File: config.mk
export PLATFORM = sky130hd
export DESIGN_NAME = rtc_alarm
export DESIGN_NICKNAME = d
export VERILOG_FILES = /design/src/rtl/rtc_alarm.sv
export SDC_FILE = /design/constraint.sdc
export NUM_CORES = 1
export LEC_CHECK = 0
export BUFFER_PORTS_ARGS = -buffer_cell sky130_fd_sc_hd__buf_2
export CAP_MARGIN = 20
export CORE_MARGIN = 3
export CORE_UTILIZATION = 54
export CTS_CLUSTER_DIAMETER = 200
export DETAILED_ROUTE_END_ITERATION = 10
export PLACE_DENSITY = 0.8
export SETUP_SLACK_MARGIN = 0.02
export SLEW_MARGIN = 20
export SYNTH_ARGS = -nofsm -noshare
export SYNTH_HDL_FRONTEND = slang
export SYNTH_SLANG_ARGS = --single-unit
File: constraint.sdc
create_clock -name clk -period 2.73 [get_ports clk]
set_clock_uncertainty 0.05 [all_clocks]
set_input_delay 0.4095 -clock clk [delete_from_list [all_inputs] [get_ports clk]]
set_output_delay 0.4095 -clock clk [all_outputs]
set_load 0.01 [all_outputs]
File: src/rtl/rtc_alarm.sv
// Real-time clock with prescaled 1 Hz tick, range-checked load, 12/24-hour display,
// one-shot alarm compare and day-rollover pulse. Single clock, synchronous reset.
module rtc_alarm #(
  parameter int unsigned PRESCALE = 10
) (
  input  logic       clk,
  input  logic       reset,
  input  logic       en,
  input  logic       load,
  input  logic [4:0] load_hrs,
  input  logic [5:0] load_mins,
  input  logic [5:0] load_sec,
  input  logic       alarm_set,
  input  logic [4:0] alarm_hrs,
  input  logic [5:0] alarm_mins,
  input  logic       alarm_en,
  input  logic       mode_12h,
  output logic [4:0] hrs,
  output logic [5:0] mins,
  output logic [5:0] sec,
  output logic       pm,
  output logic       tick_1hz,
  output logic       day_tick,
  output logic       alarm,
  output logic       load_err
);

  localparam int unsigned PrescW = (PRESCALE > 1) ? $clog2(PRESCALE) : 1;
  localparam logic [PrescW-1:0] PrescMax = PrescW'(PRESCALE - 1);

  logic [PrescW-1:0] presc_q, presc_d;
  logic [4:0]        hrs_q, hrs_d;
  logic [5:0]        min_q, min_d;
  logic [5:0]        sec_q, sec_d;
  logic [4:0]        alm_hrs_q, alm_hrs_d;
  logic [5:0]        alm_min_q, alm_min_d;
  logic              tick_q, tick_d;
  logic              day_q, day_d;
  logic              alarm_q, alarm_d;
  logic              err_q, err_d;

  logic       tick_now;
  logic       load_ok;
  logic       aset_ok;
  logic       advance;
  logic [4:0] hrs_inc;
  logic [5:0] min_inc;
  logic [5:0] sec_inc;
  logic       rollover;
  logic [4:0] hrs_mod;

  assign tick_now = en && (presc_q == PrescMax);
  assign load_ok  = load && (load_hrs <= 5'd23) && (load_mins <= 6'd59) && (load_sec <= 6'd59);
  assign aset_ok  = alarm_set && (alarm_hrs <= 5'd23) && (alarm_mins <= 6'd59);
  // A valid load wins over a coincident tick; an invalid one lets the tick through.
  assign advance  = tick_now && !load_ok;
  assign rollover = (hrs_q == 5'd23) && (min_q == 6'd59) && (sec_q == 6'd59);

  // Time value one second ahead of the current registers, with carries.
  always_comb begin
    sec_inc = sec_q + 6'd1;
    min_inc = min_q;
    hrs_inc = hrs_q;
    if (sec_q == 6'd59) begin
      sec_inc = 6'd0;
      min_inc = min_q + 6'd1;
      if (min_q == 6'd59) begin
        min_inc = 6'd0;
        hrs_inc = (hrs_q == 5'd23) ? 5'd0 : hrs_q + 5'd1;
      end
    end
  end

  // Next-state for prescaler, time, alarm registers and pulse outputs.
  always_comb begin
    presc_d   = presc_q;
    hrs_d     = hrs_q;
    min_d     = min_q;
    sec_d     = sec_q;
    alm_hrs_d = alm_hrs_q;
    alm_min_d = alm_min_q;

    if (load_ok) begin
      presc_d = '0;
    end else if (en) begin
      presc_d = (presc_q == PrescMax) ? '0 : presc_q + 1'b1;
    end

    if (load_ok) begin
      hrs_d = load_hrs;
      min_d = load_mins;
      sec_d = load_sec;
    end else if (advance) begin
      hrs_d = hrs_inc;
      min_d = min_inc;
      sec_d = sec_inc;
    end

    if (aset_ok) begin
      alm_hrs_d = alarm_hrs;
      alm_min_d = alarm_mins;
    end

    tick_d  = advance;
    day_d   = advance && rollover;
    alarm_d = advance && alarm_en && (sec_inc == 6'd0) &&
              (min_inc == alm_min_q) && (hrs_inc == alm_hrs_q);
    // Rejected load and rejected alarm_set share one pulse.
    err_d   = (load && !load_ok) || (alarm_set && !aset_ok);
  end

  // State registers with synchronous reset.
  always_ff @(posedge clk) begin
    if (reset) begin
      presc_q   <= '0;
      hrs_q     <= 5'd0;
      min_q     <= 6'd0;
      sec_q     <= 6'd0;
      alm_hrs_q <= 5'd0;
      alm_min_q <= 6'd0;
      tick_q    <= 1'b0;
      day_q     <= 1'b0;
      alarm_q   <= 1'b0;
      err_q     <= 1'b0;
    end else begin
      presc_q   <= presc_d;
      hrs_q     <= hrs_d;
      min_q     <= min_d;
      sec_q     <= sec_d;
      alm_hrs_q <= alm_hrs_d;
      alm_min_q <= alm_min_d;
      tick_q    <= tick_d;
      day_q     <= day_d;
      alarm_q   <= alarm_d;
      err_q     <= err_d;
    end
  end

  // Display decode: combinational so a mode change shows up immediately.
  always_comb begin
    hrs     = hrs_q;
    pm      = 1'b0;
    hrs_mod = hrs_q;
    if (mode_12h) begin
      if (hrs_q >= 5'd12) begin
        pm      = 1'b1;
        hrs_mod = hrs_q - 5'd12;
      end
      hrs = (hrs_mod == 5'd0) ? 5'd12 : hrs_mod;
    end
  end

  assign mins     = min_q;
  assign sec      = sec_q;
  assign tick_1hz = tick_q;
  assign day_tick = day_q;
  assign alarm    = alarm_q;
  assign load_err = err_q;

endmodule

==> results.txt, run 1 <==
* Static Leakage: 1.232 nW
* Run status: finished, final reports clean
- Maximum fanout along the worst path: 11
- Along the worst hold path, the cell count comes to 3.
- The worst setup path is launched from a flop.
- The floorplan step set the die height to 74.25 um.
- After floorplanning, the core was sized to cover 4414 um^2.
* Total via count after detailed routing: 2605
- Broken down by cell family, the worst path's largest delay share belongs to flip-flops.
* Global Route Usage Sum: 24.38%
* Unrepaired setup endpoints after global routing: false
- The number of setup buffers added after CTS is 0.
* Required time of the worst setup path: 2.27 ns
- Timing analysis after detailed placement gives a worst setup slack of 0.5088 ns.
- The startpoint identified for the worst register-to-register timing path is sec[0].
* Layout cell share with drive strength beyond 1: 20.48%
* Root Driver: clkbuf_8
* Async set or reset register ratio after synthesis: 0%
* Min-Delay Startpoint: alarm_hrs[2]
- The critical path is of the reg2out type.
- For this configuration, the core starts out at a cell density of 56.97%.
- The H-tree was split into 2 levels.
* Count of routing violations after the opening detailed-route iteration: 244
- Worst-Skew Late Latency: 0.30 ns
* Proportion of power drawn by the clock network: 31.7%
- TritonCTS built the clock tree.
- The number of nets handed over by synthesis was 374.
* Clock buffer count from CTS: 5
* Min-Delay Path Class: in2reg
- Among all flip-flop cells after synthesis, the most frequent one is dfxtp_1.
* Actual transition at the worst max-transition pin: 0.5845 ns
* Sw Share: 31.22%
- Counting distinct cell types in the post-synthesis netlist gives 58.
- Register-to-register setup slack: 0.45 ns
* Clock-pin transition on the worst setup and hold timing paths: 0.07 ns
* R2R Path End: alarm
* Total inserted antenna cells: 0
- Input and output buffers added on the ports amount to 56.
- The worst setup path is captured at an output port.
- Row count: 24
- Summing all multi-input logic gate instances after layout gives 1645 um^2.
- Of the total power, combinational logic draws 21.4%.
- Setup slack of the critical path after layout: 0.2058 ns
* Endpoints failing setup: 0
- Net switching power figure: 0.4137 mW
- The share of the Yosys chip area taken by registers is 28.66%.
- Placer congestion estimate: 0.9926
- For this design the ratio of total power to cell area is 462.6 nW/um^2.
- Setup tns final: 0 ns
- In this run, synthesis produced a sequential element count of 36.
- The floorplan step set the die width to 74.25 um.
- The die covers 5512 um^2.
* Arrival time at the worst endpoint: 2.06 ns
- After technology mapping, the gate count stands at 332.
- After clock tree synthesis, the repair step resized 0 gates.
* Register cell area after layout: 720.7 um^2
- Of the total power, registers draw 46.9%.
- For this run the aggregate overflow at the end of global routing stands at 0.
- The first global-routing pass estimated 10520 um of wire.
- The via count of the first global-routing pass came to 2300.
* Fill cells: 414
* Synthesized area: 2515 um^2
- Sum of net half-perimeters after detailed placement: 4772 um
* Mean number of vias per cell: 6.086
- Counting along the longest clock path gives a buffer depth of 2.
- Number of cells on the worst reg-to-reg path: 7
- Final-stage net count: 418
- In the finished design, the share of the clock period the worst path needs comes to 92.46%.
- Relative slew slack: 60.82%
- The final layout contains routed wiring with a total length of 6566 um.
* Timing-limited maximum frequency: 396.2 MHz
* Most common cell after layout, fill and taps aside: buf_2
- Total of warnings raised by yosys: 0
- # clock sinks: 36
- The signal on the critical path passes through ha_1, a221o_1, inv_1, nor2_1, xnor2_1, nand2_1, buf_2.
* Leading cell types in the layout, fill and taps excluded: buf_2, nor2_1, dfxtp_1, nand2_1, nor3_1
- Across the VDD grid, the largest voltage drop is 301.9 uV.
- The internal portion of the total power is 0.9113 mW.
- Crit path time final: 2.524 ns
- The count of final hold-check violations was 0.
- Across the run, the number of max-cap violations was 0.
- The number of pins exceeding their max-slew limit in the final report came to 0.
- Count of flip-flops with a built-in enable after synthesis: 0
* Pin count of the biggest net entering global routing: 32
- Once detail routing completed, the nets flagged for antenna violations numbered 0.
* DRC errors left: 0
* Detail-routed net length per standard cell: 15.34 um
- The number of antenna violations at the first check in global routing came to 0.
* Hold-critical path endpoint: alm_hrs_q[2]
- The area growth from synthesis to layout is 13.88%.
- Synthesized area divided by synthesized cell count: 7.575 um^2
- Max incr delay on CP: 0.55 ns
* Worst-path cell with the longest stage delay: dfxtp_1
- Before antenna repair, the detailed router went through 5 iterations.
- CP bufs+invs: 2
* CTS Hold Buffers Added: 0
- Boundary Pins: 57
-- worst min-delay path: stages --
cell	delay, ns
buf_2	0.07
mux2i_1	0.05
nor2_1	0.07
-- power by group through the flow --
stage | Combinational (mW) | Sequential, mW | Clock, mW
2_1_floorplan | 0.207 | 0.608 | 0
3_3_place_gp | 0.275 | 0.629 | 0
3_5_place_dp | 0.279 | 0.631 | 0
4_1_cts | 0.282 | 0.619 | 0.420
5_1_grt | 0.314 | 0.627 | 0.444
6_report | 0.284 | 0.621 | 0.420
-- state kept, by name, indices dropped and copies added (netlist names) --
signal / count
alarm: 1
alm_hrs_q: 5
alm_min_q: 6
day_tick: 1
hrs_q: 5
load_err: 1
mins: 6
presc_q: 4
sec: 6
tick_1hz: 1
-- Yosys cell counts (8+ instances only) --
cell type | number | share of area (%)
a311oi_1 | 8 | 2.8
a21oi_1 | 13 | 2.6
inv_1 | 11 | 1.6
mux2i_1 | 13 | 5.2
nand2_1 | 31 | 4.6
dfxtp_1 | 36 | 29
nand3_1 | 8 | 1.6
nor2_1 | 53 | 7.9
o21ai_0 | 17 | 3.4
clkbuf_1 | 13 | 1.9
nor3_1 | 19 | 3.8
-- kinds of logic (layout without fill, tap and decap cells) --
logic type / after synthesis / in the layout / share of synthesized area, %
and+or+nand+nor: 156 / 156 / 31.44
AOI/OAI and AO/OA: 77 / 77 / 21.39
DFF: 36 / 36 / 28.66
buffers and inverters: 32 / 76 / 5.920
muxes: 14 / 14 / 5.622
xor gates and xnor gates: 10 / 10 / 3.482
adders and majority gates: 7 / 7 / 3.482
-- through the flow --
| step | hold slack (ns) | total power [mW] | std cells | instance area, um^2 | util, % |
|---|---|---|---|---|---|
| 3_5_place_dp | 0.4417 | 0.9103 | 421 | 2768 | 62.70 |
| 4_1_cts | 0.2947 | 1.321 | 428 | 2864 | 64.88 |
| 3_3_place_gp | 0.4316 | 0.9037 | 421 | 2768 | 62.70 |
| 6_report | 0.2916 | 1.325 | 428 | 2864 | 64.88 |
| 5_1_grt | 0.3034 | 1.385 | 428 | 2864 | 64.88 |
| 2_1_floorplan | 0.4134 | 0.8155 | 332 | 2515 | - |
-- worst max-delay path by stage --
stage / slack [ns] / endpoint / startpoint / cells after the start
2_1_floorplan: 0.68 / hrs[0] / hrs_q[0] / 7
3_3_place_gp: 0.56 / hrs[2] / hrs_q[2] / 7
4_1_cts: 0.20 / hrs[2] / hrs_q[2] / 7
5_1_grt: 0.05 / hrs[1] / hrs_q[2] / 7
3_5_place_dp: 0.51 / alarm / sec[0] / 7
6_report: 0.21 / hrs[2] / hrs_q[2] / 7
-- per-layer routing --
layer  track usage [%]  share of wire (%)  vias up  wire, um
li1                  -                  -     1296         -
met1             32.51                 45     1192      2945
met2             38.88                 45      100      2980
met3             3.649                7.0       17       462
met4             11.26                2.7        0       178
met5                 0                  0        -         0
-- area by class of cell --
type,count,share of cell area (%)
clock buffer,7,3.364
timing repair buffer,58,10.31
multi-input combinational,264,57.45
inverter,11,1.442
sequential,36,25.16
tap,52,2.272
Power figures use the tool's default switching activity.
==> run 2: changes to the inputs <==
--- a/config.mk
+++ b/config.mk
@@ -12,6 +12,7 @@
 export CTS_CLUSTER_DIAMETER = 200
 export DETAILED_ROUTE_END_ITERATION = 10
 export PLACE_DENSITY = 0.8
+export RECOVER_POWER = 50
 export SETUP_SLACK_MARGIN = 0.02
 export SLEW_MARGIN = 20
 export SYNTH_ARGS = -nofsm -noshare
==> run 2 against run 1 <==
- critical path depth is the same
- design area shrank 0.57%
- worst setup slack gained 0.0040 ns
- total power shrank 0.21%
- combinational power is essentially flat
- cell count is the same
- clock-buffer cell count is the same
- maximum frequency grew 0.16%
- critical endpoint unchanged
- largest power group unchanged
==> results.txt, run 2 (synthesis results as in run 1) <==
- The flow ran to the end, and the final reports show no timing, DRC or antenna violations.
- Startpoint types: flop
- The setup path with the least slack is of type reg2out.
- Boundary Pins: 57
- Static Leakage: 1.182 nW
- Measured along the x axis, the die boundary spans 74.25 um.
- Timing-limited maximum frequency: 396.8 MHz
* Max-capacitance violation count: 0
- Antenna violations before repair: 0
- CTS built an H-tree with a depth of 2.
- Period utilization: 92.32%
- Total wire length: 6572 um
- After layout, the minimum clock period comes to 2.520 ns.
- In the routed layout, each cell is associated on average with a via count of 6.054.
- Area of the core: 4414 um^2
- For this configuration, the core starts out at a cell density of 56.97%.
* DRC errors left: 0
- The count of final hold-check violations came to 0.
- Sum of net half-perimeters after detailed placement: 4772 um
- Setup violations remaining at the end of the flow were counted as 0.
- The library cell used most frequently in the layout, excluding fill and tap cells, is nor2_1.
- Broken down by cell family, the worst path's largest delay share belongs to flip-flops.
* Required time of the worst setup path: 2.27 ns
- Unrepaired setup endpoints after global routing: false
- Buffers from clock root to sink, at most: 2
- STA classifies the critical path endpoint as an output port.
* DR pass1 iterations: 5
- Final Cell Area: 2848 um^2
- At the end of routability-driven placement, the weighted congestion stood at 0.9926.
- Die extent in y: 74.25 um
- Dividing the detail-routed wire length by the instance count gives 15.36 um.
- After detailed placement, the total cell area comes to 2768 um^2.
- The die covers 5512 um^2.
- Entering global routing, the biggest net connects 32 pins.
- Wire length of the first global-routing pass: 10520 um
* Register cell area after layout: 720.7 um^2
- In the layout the commonest cells are nor2_1, buf_2, dfxtp_1, nand2_1, nor3_1.
- CP bufs+invs: 2
- TritonCTS built the clock tree.
- The path class of the tightest hold or removal check is in2reg.
* Root Driver: clkbuf_8
- Total setup buffers inserted after CTS: 0
- The repair_antennas step left the layout with diodes totalling 0.
- Global Route Usage Sum: 24.38%
- Layout cell share with drive strength beyond 1: 17.02%
* Arrival time at the worst endpoint: 2.06 ns
* DRT antenna net count: 0
* Count of cells resized by post-cts repair: 0
* Register-to-register setup slack: 0.45 ns
* # clock sinks: 36
* Count of routing violations after the opening detailed-route iteration: 227
- Relative slew slack: 5.791%
- Cells traversed along the worst timing path: ha_1, a221o_1, inv_1, nor2_1, xnor2_1, nand2_1, buf_2
- Max incr delay on CP: 0.55 ns
- Row count: 24
* Clock buffer count from CTS: 5
- On the critical path, the stage with the largest delay is an instance of dfxtp_1.
* Overflow after GRT: 0
- Port bufs: 56
- After clock tree synthesis, the clock-pin slew on the worst setup and hold paths is 0.07 ns.
- Setup tns final: 0 ns
- The clock reaches the later pin of the worst-skew pair after 0.30 ns.
* Pins Over Slew Limit: 0
- CTS Hold Buffers Added: 0
- Dividing total power by cell area gives a power density of 464.3 nW/um^2.
- Across the VDD grid, the largest voltage drop is 302.0 uV.
* Actual transition at the worst max-transition pin: 1.413 ns
- The final route contains 2591 vias.
* Final-stage net count: 418
- Of all nets on the critical path, the largest fanout is 11.
- Summing all multi-input logic gate instances after layout gives 1645 um^2.
* Area growth syn-to-layout: 13.23%
- Fill cells: 420
- The via count of the first global-routing pass is 2300.
## run 2: through the flow
step	worst slack, ns	total power [mW]	utilization [%]	hold WS [ns]	cells
finish	0.2098	1.322	64.51	0.2923	428
global route	0.04574	1.383	64.51	0.3034	428
CTS	0.2011	1.321	64.88	0.2947	428
detailed placement	0.5088	0.9103	62.70	0.4417	421
global placement	0.5567	0.9037	62.70	0.4316	421
floorplan	0.6778	0.8155	-	0.4134	332
## run 2: cell type report
class / instances / share of cell area, %
Multi-Input combinational cell: 264 / 57.78
Clock buffer: 7 / 3.383
Sequential cell: 36 / 25.31
Tap cell: 52 / 2.285
Inverter: 11 / 1.450
Timing Repair Buffer: 58 / 9.798
## run 2: final timing paths
path | from | end | cells after the start
worst min register to register | alm_min_q[2] | alm_min_q[2] | 2
worst min-delay path | alarm_hrs[2] | alm_hrs_q[2] | 3
worst max-delay path | hrs_q[2] | hrs[2] | 7
worst max register to register | sec[0] | alarm | 7
## run 2: report_power, final
group / internal [mW] / switching [mW] / leakage (nW) / total, mW
registers: 0.559 / 0.0630 / 0.296 / 0.622
logic: 0.125 / 0.156 / 0.836 / 0.281
clock network: 0.225 / 0.195 / 0.0503 / 0.420
total: 0.909 / 0.413 / 1.18 / 1.32
## run 2: metal layers
metal | share of wire (%) | GRT usage [%]
met5 | 0 | 0
met3 | 7.1 | 3.649
met4 | 2.6 | 11.26
met1 | 45 | 32.51
met2 | 45 | 38.88
## run 2: worst reg2reg max path: stages (launching register included)
cell       delay (ns)
dfxtp_1          0.50
ha_1             0.35
and2_1           0.23
and2_4           0.25
mux2i_1          0.24
xor2_1           0.18
o2111ai_1        0.15
nor4_2           0.26
==> run 3: changes to the inputs <==
--- a/config.mk
+++ b/config.mk
@@ -5,14 +5,15 @@
 export SDC_FILE = /design/constraint.sdc
 export NUM_CORES = 1
 export LEC_CHECK = 0
-export BUFFER_PORTS_ARGS = -buffer_cell sky130_fd_sc_hd__buf_2
 export CAP_MARGIN = 20
 export CORE_MARGIN = 3
-export CORE_UTILIZATION = 54
+export CORE_UTILIZATION = 56
 export CTS_CLUSTER_DIAMETER = 200
 export DETAILED_ROUTE_END_ITERATION = 10
-export PLACE_DENSITY = 0.8
+export DONT_BUFFER_PORTS = 1
+export PLACE_DENSITY = 0.71
 export RECOVER_POWER = 50
+export REMOVE_ABC_BUFFERS = 1
 export SETUP_SLACK_MARGIN = 0.02
 export SLEW_MARGIN = 20
 export SYNTH_ARGS = -nofsm -noshare
==> run 3 against run 2 <==
- non-clock buffer count shrank 53
- sequential cell count did not move
- register-to-register slack got worse by 0.11 ns
- highest routed layer unchanged
==> results.txt, run 3 (synthesis results as in run 1) <==
* Run status: finished, final reports clean
- STA puts the critical path data arrival time at 2.03 ns.
* Placer congestion estimate: 0.9529
- In this run the static leakage power is 0.9861 nW.
* Wire length of the first global-routing pass: 10140 um
- For this run, the top clock speed supported by timing is 401.3 MHz.
- Compared with the post-synthesis result, the final layout area differs by 2.537%.
* Part of the total power dissipated in sequential elements: 51.9%
- With fillers left out, the area of the finished cells amounts to 2579 um^2.
- Of the cells placed in the final design, the portion with a size suffix greater than 1 is 6.811%.
- Power Total: 1.201 mW
* CTS Hold Buffers Added: 0
- For this run, the post-layout net count is 365.
- In this run switching power makes up 30.89% of total power.
* DRC errors left: 0
- Crit path time final: 2.492 ns
* Most common cell after layout, fill and taps aside: nor2_1
* Clock-pin transition on the worst setup and hold timing paths: 0.07 ns
- The via count of the first global-routing pass was 2153.
- CTS saw 36 sinks.
- Count of routing violations after the opening detailed-route iteration: 140
* Total internal power: 0.8297 mW
- From left edge to right edge, the die measures 73.02 um.
- Power per Cell Area: 465.6 nW/um^2
- Across the run, the number of max-cap violations was 0.
- Kind of critical path: reg2out
* Min-Delay Path Class: in2reg
- R2R Path Start: mins[3]
- Area of the core: 4173 um^2
- The worst setup path is captured at an output port.
* Level count of the clock H-tree: 2
* Relative slew slack: 54.95%
- Buffers from clock root to sink, at most: 2
- The number of antenna violations at the first check in global routing came to 0.
- Setup tns final: 0 ns
- Worst-path cell with the longest stage delay: dfxtp_1
- Max rail drop VDD: 265.2 uV
- Once placement finished, the instance area stood at 2507 um^2.
- Required time of the worst setup path: 2.27 ns
* Proportion of power drawn by the clock network: 29.7%
- The number of pins exceeding their max-slew limit in the final report is 0.
* Clock tree from TritonCTS: built
- Setup repair after global routing left no endpoint under its margin.
- During placement, the flow inserted port buffers numbering 0.
* Total wire length: 6191 um
- Sum of net half-perimeters after detailed placement: 4559 um
* Mean number of vias per cell: 6.303
- Min-Delay Startpoint: reset
- Starting utilization of the core area: 60.27%
* Maximum fanout along the worst path: 10
* Die area: 5331 um^2
- Endpoints failing setup: 0
- Counting tap cells, the placed design contains a total of 366 instances.
* Overflow after GRT: 0
- The count of final hold-check violations was 0.
- Global Route Usage Sum: 23.88%
* Worst-Skew Late Latency: 0.28 ns
* Startpoint types: flop
- In this run the power spent charging and discharging nets is 0.3708 mW.
- Once detail routing completed, the nets flagged for antenna violations numbered 0.
* Layout Cells excl Fill: 373
- DR pass1 iterations: 4
- Die extent in y: 73.02 um
- Entering global routing, the biggest net connects 32 pins.
* Root Driver: clkbuf_8
- Comb power frac: 18.5%
* Total inserted antenna cells: 0
* Cells traversed along the worst timing path: ha_1, a221o_1, inv_1, nor2_1, xnor2_1, nand2_1
- Worst setup path startpoint: hrs_q[3]
* Actual transition at the worst max-transition pin: 0.6757 ns
* Clock buffer count from CTS: 5
- After layout, the worst path uses 91.28% of the clock period.
- For this design the top-level I/O count stands at 57.
- Max incr delay on CP: 0.51 ns
* Total via count after detailed routing: 2351
- The floorplan has 23 rows.
- Dividing the detail-routed wire length by the instance count gives 16.60 um.
* Leading cell types in the layout, fill and taps excluded: nor2_1, dfxtp_1, nand2_1, nor3_1, o21ai_0
run 3: repair_timing:
| action | 4_1_cts | 5_1_grt |
|---|---|---|
| hold endpoints to repair | 0 | 0 |
| setup endpoints to repair | 0 | 1 |
| resized for setup | 0 | 1 |
| buffers inserted | 0 | 0 |
run 3: layout make-up:
cell class / count / area (um^2)
multi-input combinational: 264 / 1645
timing repair buffer: 5 / 30.03
fill: 386 / 1594
inverter: 11 / 41.29
sequential: 36 / 721.9
tap: 50 / 62.56
clock buffer: 6 / 72.57
clock inverter: 1 / 5.005
run 3: through the flow:
step	hold WS, ns	setup slack, ns	utilization, %
after floorplan	0.4134	0.6827	-
after global placement	0.4283	0.4853	60.09
after detailed placement	0.4365	0.4095	60.09
after CTS	0.1344	0.1642	61.95
after global routing	0.1210	0.03980	61.80
final	0.1421	0.2382	61.80
run 3: per-layer routing:
layer	GRT usage (%)	routed length (um)	vias up
li1	-	-	1187
met3	5.096	375	6
met2	40.12	2986	81
met5	0	0	-
met1	31.66	2798	1077
met4	4.098	31	0
run 3: final timing paths:
path	to	slack (ns)	cells after the start
hold reg to reg	presc_q[3]	0.48	2
hold / removal	sec[2]	0.14	1
setup / recovery	hrs[2]	0.24	6
setup reg to reg	alarm	0.34	7
run 3: critical path: cells and delay by family, from the launching register on:
kind                     cells  cell delay, ns
AND/OR/NAND/NOR              2            0.39
buffers and inverters        1            0.06
XOR/XNOR                     1            0.16
adder cells (fa/ha/maj)      1            0.38
flip-flops                   1            0.51
AO/OA/AOI/OAI                1            0.23
run 3: power groups by stage:
| stage | Sequential (mW) | Combinational (mW) | Clock [mW] |
|---|---|---|---|
| 6_report | 0.623 | 0.222 | 0.356 |
| 5_1_grt | 0.631 | 0.250 | 0.388 |
| 4_1_cts | 0.621 | 0.223 | 0.364 |
| 3_5_place_dp | 0.634 | 0.222 | 0 |
| 3_3_place_gp | 0.633 | 0.219 | 0 |
| 2_1_floorplan | 0.622 | 0.176 | 0 |
